===== src/rtl/lv_dgt_pwm_ctrl_mc.sv =====
// ----------------------------------------------------------------------------
// lv_dgt_pwm_ctrl_mc
//
// Multi-channel low-voltage digital PWM control path.
//
// Each channel takes an analog-side PWM wave and a fail-safe wave. Both are
// asynchronous to the clock. Each wave is passed through a 2-flop
// synchroniser and then a programmable deglitch filter. The FSM fail-safe
// select chooses which of the two filtered waves is used. A per-channel FSM
// then inserts dead time on rising edges and gates the result with the PWM
// enable to produce the registered IO-level PWM.
//
// Ports:
//   i_clk             system clock
//   i_rst_n           asynchronous active-low reset
//   i_ang_dgt_pwm_wv  [CH_NUM] analog PWM wave (async)
//   i_ang_dgt_pwm_fs  [CH_NUM] analog fail-safe wave (async)
//   i_fsm_dgt_pwm_en  FSM PWM enable
//   i_fsm_dgt_fsc_en  FSM fail-safe select
//   i_dgl_cyc         [DGL_W] deglitch length in cycles (0 behaves as 1)
//   i_dt_cyc          [DT_W]  dead time in cycles (0 disables dead time)
//   o_dgt_ang_pwm_en  registered PWM enable towards the analog side
//   o_dgt_ang_fsc_en  registered fail-safe select towards the analog side
//   o_io_pwm_l2h      [CH_NUM] registered IO PWM
//   o_glitch_pls      [CH_NUM] one-cycle pulse per rejected glitch
// ----------------------------------------------------------------------------
module lv_dgt_pwm_ctrl_mc #(
    parameter int CH_NUM = 2,
    parameter int DGL_W  = 4,
    parameter int DT_W   = 8
) (
    input  logic              i_clk,
    input  logic              i_rst_n,
    input  logic [CH_NUM-1:0] i_ang_dgt_pwm_wv,
    input  logic [CH_NUM-1:0] i_ang_dgt_pwm_fs,
    input  logic              i_fsm_dgt_pwm_en,
    input  logic              i_fsm_dgt_fsc_en,
    input  logic [DGL_W-1:0]  i_dgl_cyc,
    input  logic [DT_W-1:0]   i_dt_cyc,
    output logic              o_dgt_ang_pwm_en,
    output logic              o_dgt_ang_fsc_en,
    output logic [CH_NUM-1:0] o_io_pwm_l2h,
    output logic [CH_NUM-1:0] o_glitch_pls
);

    // Wave filters are stored in one vector:
    // bits [CH_NUM-1:0] hold the PWM waves.
    // bits [2*CH_NUM-1:CH_NUM] hold the fail-safe waves.
    localparam int FLT_NUM = 2 * CH_NUM;

    localparam logic [1:0] ST_OFF = 2'd0;
    localparam logic [1:0] ST_DT  = 2'd1;
    localparam logic [1:0] ST_ON  = 2'd2;

    logic               en_q;
    logic               fsc_q;
    logic [FLT_NUM-1:0] sync1_q;
    logic [FLT_NUM-1:0] sync2_q;
    logic [FLT_NUM-1:0] filt_all;
    logic [FLT_NUM-1:0] rej_all;
    logic [DGL_W-1:0]   dgl_last;
    logic [DT_W-1:0]    dt_last;

    // A filter accepts a new level once its counter reaches N-1.
    // A length of 0 is treated as 1, so that case also gives 0 here.
    assign dgl_last = (i_dgl_cyc == '0) ? '0 : (i_dgl_cyc - DGL_W'(1));
    assign dt_last  = i_dt_cyc - DT_W'(1);

    always_ff @(posedge i_clk or negedge i_rst_n) begin
        if (!i_rst_n) begin
            en_q    <= 1'b0;
            fsc_q   <= 1'b0;
            sync1_q <= '0;
            sync2_q <= '0;
        end else begin
            en_q    <= i_fsm_dgt_pwm_en;
            fsc_q   <= i_fsm_dgt_fsc_en;
            sync1_q <= {i_ang_dgt_pwm_fs, i_ang_dgt_pwm_wv};
            sync2_q <= sync1_q;
        end
    end

    assign o_dgt_ang_pwm_en = en_q;
    assign o_dgt_ang_fsc_en = fsc_q;

    // ------------------------------------------------------------------
    // Deglitch filters: one for every synchronised wave.
    // ------------------------------------------------------------------
    genvar gi;
    generate
        for (gi = 0; gi < FLT_NUM; gi++) begin : g_flt
            logic             filt_q;
            logic             filt_d;
            logic [DGL_W-1:0] dcnt_q;
            logic [DGL_W-1:0] dcnt_d;
            logic             rej;

            always_comb begin
                filt_d = filt_q;
                dcnt_d = dcnt_q;
                rej    = 1'b0;
                if (sync2_q[gi] != filt_q) begin
                    // The >= check lets a shortened length take effect
                    // at once, even if the count has already passed N-1.
                    if (dcnt_q >= dgl_last) begin
                        filt_d = sync2_q[gi];
                        dcnt_d = '0;
                    end else begin
                        dcnt_d = dcnt_q + DGL_W'(1);
                    end
                end else if (dcnt_q != '0) begin
                    // The input went back before the filter accepted it:
                    // the pulse is rejected as a glitch.
                    dcnt_d = '0;
                    rej    = 1'b1;
                end
            end

            always_ff @(posedge i_clk or negedge i_rst_n) begin
                if (!i_rst_n) begin
                    filt_q <= 1'b0;
                    dcnt_q <= '0;
                end else begin
                    filt_q <= filt_d;
                    dcnt_q <= dcnt_d;
                end
            end

            assign filt_all[gi] = filt_q;
            assign rej_all[gi]  = rej;
        end
    endgenerate

    // ------------------------------------------------------------------
    // Per-channel source select, dead-time FSM and output registers.
    // ------------------------------------------------------------------
    generate
        for (gi = 0; gi < CH_NUM; gi++) begin : g_ch
            logic            src;
            logic            dt_done;
            logic [1:0]      state_q;
            logic [1:0]      state_d;
            logic [DT_W-1:0] dtcnt_q;
            logic [DT_W-1:0] dtcnt_d;
            logic            pwm_q;
            logic            gl_q;

            assign src = fsc_q ? filt_all[CH_NUM + gi] : filt_all[gi];

            // If the dead time is reduced to 0 while counting, the channel
            // goes to ON directly instead of wrapping the comparison.
            assign dt_done = (i_dt_cyc == '0) || (dtcnt_q >= dt_last);

            always_comb begin
                state_d = state_q;
                dtcnt_d = dtcnt_q;
                case (state_q)
                    ST_OFF: begin
                        if (src && en_q) begin
                            if (i_dt_cyc == '0) begin
                                state_d = ST_ON;
                            end else begin
                                state_d = ST_DT;
                                dtcnt_d = '0;
                            end
                        end
                    end
                    ST_DT: begin
                        if (!src || !en_q) begin
                            state_d = ST_OFF;
                        end else if (dt_done) begin
                            state_d = ST_ON;
                        end else begin
                            dtcnt_d = dtcnt_q + DT_W'(1);
                        end
                    end
                    ST_ON: begin
                        // Falling edges leave ON at once, with no dead time.
                        if (!src || !en_q) begin
                            state_d = ST_OFF;
                        end
                    end
                    default: begin
                        state_d = ST_OFF;
                    end
                endcase
            end

            always_ff @(posedge i_clk or negedge i_rst_n) begin
                if (!i_rst_n) begin
                    state_q <= ST_OFF;
                    dtcnt_q <= '0;
                    pwm_q   <= 1'b0;
                    gl_q    <= 1'b0;
                end else begin
                    state_q <= state_d;
                    dtcnt_q <= dtcnt_d;
                    pwm_q   <= (state_d == ST_ON);
                    // If both filters of the channel reject a glitch in
                    // the same cycle, only one pulse is emitted.
                    gl_q    <= rej_all[gi] | rej_all[CH_NUM + gi];
                end
            end

            assign o_io_pwm_l2h[gi] = pwm_q;
            assign o_glitch_pls[gi] = gl_q;
        end
    endgenerate

endmodule


===== config.mk =====
export PLATFORM = sky130hd
export DESIGN_NAME = lv_dgt_pwm_ctrl_mc
export DESIGN_NICKNAME = d
export VERILOG_FILES = /design/src/rtl/lv_dgt_pwm_ctrl_mc.sv
export SDC_FILE = /design/constraint.sdc
export NUM_CORES = 1
export LEC_CHECK = 0
export ABC_AREA = 0
export CORE_UTILIZATION = 50
export DETAILED_ROUTE_END_ITERATION = 6
export PLACE_DENSITY = 0.7
export SLEW_MARGIN = 5
export SYNTH_ARGS = -nofsm -noshare
export SYNTH_HDL_FRONTEND = slang
export SYNTH_SLANG_ARGS = --single-unit

===== constraint.sdc =====
create_clock -name i_clk -period 6.4 [get_ports i_clk]
set_input_delay 0.64 -clock i_clk [delete_from_list [all_inputs] [get_ports i_clk]]
set_output_delay 0.64 -clock i_clk [all_outputs]
set_load 0.05 [all_outputs]

==> run metrics <==
area grow syn2layout=12.1%; non-filler instance count after layout=421; detailed router's first-iteration violation count=between 150 and 200; Root Buffer=clkbuf_8; RSZ-0062 raised after global routing=false; DR WL/cell=~14 um; CTS tree=done; PortBufs=25; sequential fraction of the synthesis area=0.418; Rows=28; DP Worst Slack=about 2.5 ns; Final Slew Violations=0; largest net degree at the start of global routing=50; final hold vios=0; Die Y=roughly 80 um; H-tree levels=2; grt total ovfl=0; crit path kind=input port to flop; Final #Nets=between 400 and 500; unique cell type count in the Yosys netlist=48; Post-Route WL=about 5700 um; Static Leak=about 0.0016 uW; Primary FF master, synth=dfrtp_1; Top Ports=26; Post-synth EDFFs=0; DR DRC count=0; hpwl dp=~4400 um; CP max FO=13; total vias in the final route=about 2.4k; flops & latches, synth=54; Post-synth ARST share=1.00; power per cell area=a little under 300 nW/um^2; GRT Total Usage=0.188; share of layout cells above drive strength 1=0.0549; TNS Setup=0 ns; vias per inst=5.59; post-CTS sizing=0; synthesized cell area=3230 sq um; die width=around 82 um; clock sink count=between 50 and 60; minimum clock period=~3.6 ns; setup ws final=about 2.8 ns; vias in the first global route=approximately 2.2k; Final Skew=between 0.003 and 0.004 ns; most frequent cells in the layout=dfrtp_1 (54), ha_1 (38), nand2_1 (28); Critical Path, Cell by Cell=clkdlybuf4s50_1 > inv_1 > ha_1 > nor3b_1 > xnor2_1 > ha_1 > a21oi_1 > o21ai_0 > o211ai_1 > or3b_1 > or4_1 > a21oi_1; Avg Inst Size Synth=around 10 sq um; ANT nets after route=0; # Max-Cap Violations=0; CTS Buf Count=5; Placed Cells=about 410; setup bufs post-CTS=0; first-pass GRT wire length=slightly below 10000 um; Net Count, Synth=378; worst-margin pin slew=0.974 ns; Worst Hold Class=input port to asynchronous set/reset pin; Yosys warning count=0; peak supply drop=~170 uV; Slew HR=0.344; first-pass detailed-route iteration total=4; fillcell total=514; clock edge transition at the registers on the reported setup and hold paths=approximately 0.09 ns; Starting Density=0.533; CP required=between 6 and 7 ns; Startpoint Class=input port; fin crit share=0.561; Placer Congestion=around 0.81; Hold Worst Slack=between 0.1 and 0.15 ns; CTS Buffer Depth=2; status=completed; hold-fix buffers at CTS=0; initial antenna violation count=0; slowest stage delay, CP=~0.56 ns; worst skew pair latency=about 0.3 ns; diodes inserted=0; final core utilization=0.598; Worst EP arrival=~3.8 ns; Max Clock Freq=about 0.28 GHz; CP max stage cell=or4_1; Core Area=slightly above 6000 sq um; Crit. End Element=flop; Setup Viol. Count Final=0; Cells after Synth=320; die area=slightly below 7000 sq um; commonest non-fill, non-tap cell in the layout=dfrtp_1
## kinds of logic after synthesis
family	after synthesis	share of synthesized area
flip-flops	54	0.418
buffers and inverters	23	0.0317
multiplexers	6	0.0209
AND/OR/NAND/NOR	100	0.162
adder cells (fa/ha/maj)	38	0.147
AO/OA/AOI/OAI	78	0.163
XOR/XNOR	21	0.0569
## cell usage after synthesis, drive strengths merged, types with 6 or more instances
cell type,instances,area [sq um]
a21oi,17,85.1
mux2,6,67.6
a211oi,6,45.0
ha,38,475
buf,6,38.8
or3,7,43.8
o21ai,16,80.1
nand3,12,60.1
xor2,12,105
inv,15,56.3
nand2b,8,50.1
nor3b,6,45.0
nand2,28,105
nor2,17,63.8
a21o,10,75.1
dfrtp,54,1350
xnor2,9,78.8
## registers in the layout, summed over array words and instances (netlist names)
signal,cells
g_ch.pwm_q,2
g_flt.filt_q,4
g_ch.gl_q,2
sync2_q,4
o_dgt_ang_pwm_en,1
g_flt.dcnt_q,16
sync1_q,4
g_ch.state_q,4
o_dgt_ang_fsc_en,1
g_ch.dtcnt_q,16
## report_power, final
group          total, uW  switching [uW]  internal, uW
Combinational        404             214           190
Sequential           479            71.3           407
Clock                194             106          87.6
Total               1080             391           685
## worst max-delay path: cells and delay by family
family,cells,cell delay (ns)
buffers and inverters,2,0.56
xor gates and xnor gates,1,0.19
adders and majority gates,2,0.53
and+or+nand+nor,3,1.32
AOI/OAI and AO/OA,4,0.58
## area by class of cell
class	count	area [sq um]	area share
Tap cell	75	93.8	0.0259
Sequential cell	54	1350	0.373
Clock buffer	7	86.3	0.0238
Clock inverter	1	5.00	0.00138
Inverter	15	56.3	0.0155
Timing Repair Buffer	26	253	0.0698
Multi-Input combinational cell	243	1780	0.491
## stage by stage
| stage | cell area [sq um] | power, uW |
|---|---|---|
| detailed placement | 3530 | 893 |
| finish | 3620 | 1080 |
| global placement | 3530 | 881 |
| floorplan | 3230 | 791 |
| global route | 3620 | 1170 |
| CTS | 3620 | 1090 |
## metal layers
layer / up-vias / part of all wire / track usage
met5: - / 0 / 0
met4: 0 / 0.0073 / 0.0491
met3: 6 / 0.025 / 0.0308
met2: 27 / 0.48 / 0.331
met1: 1113 / 0.49 / 0.240
li1: 1209 / - / -
## path summary, 6_finish.rpt
check | startpoint | slack, ns | end | cells after the start
max | i_dt_cyc[0] | 2.81 | g_ch[1].dtcnt_q[7] | 12
min | i_rst_n | 0.15 | g_flt[0].dcnt_q[3] | 1
max reg2reg | g_ch[1].dtcnt_q[0] | 3.48 | g_ch[1].dtcnt_q[7] | 10
min reg2reg | sync1_q[3] | 0.35 | sync2_q[3] | 0
max in group asynchronous | i_rst_n | 5.43 | g_ch[1].pwm_q | 2
min in group i_clk | sync1_q[3] | 0.35 | sync2_q[3] | 0
Power figures use the tool's default switching activity.
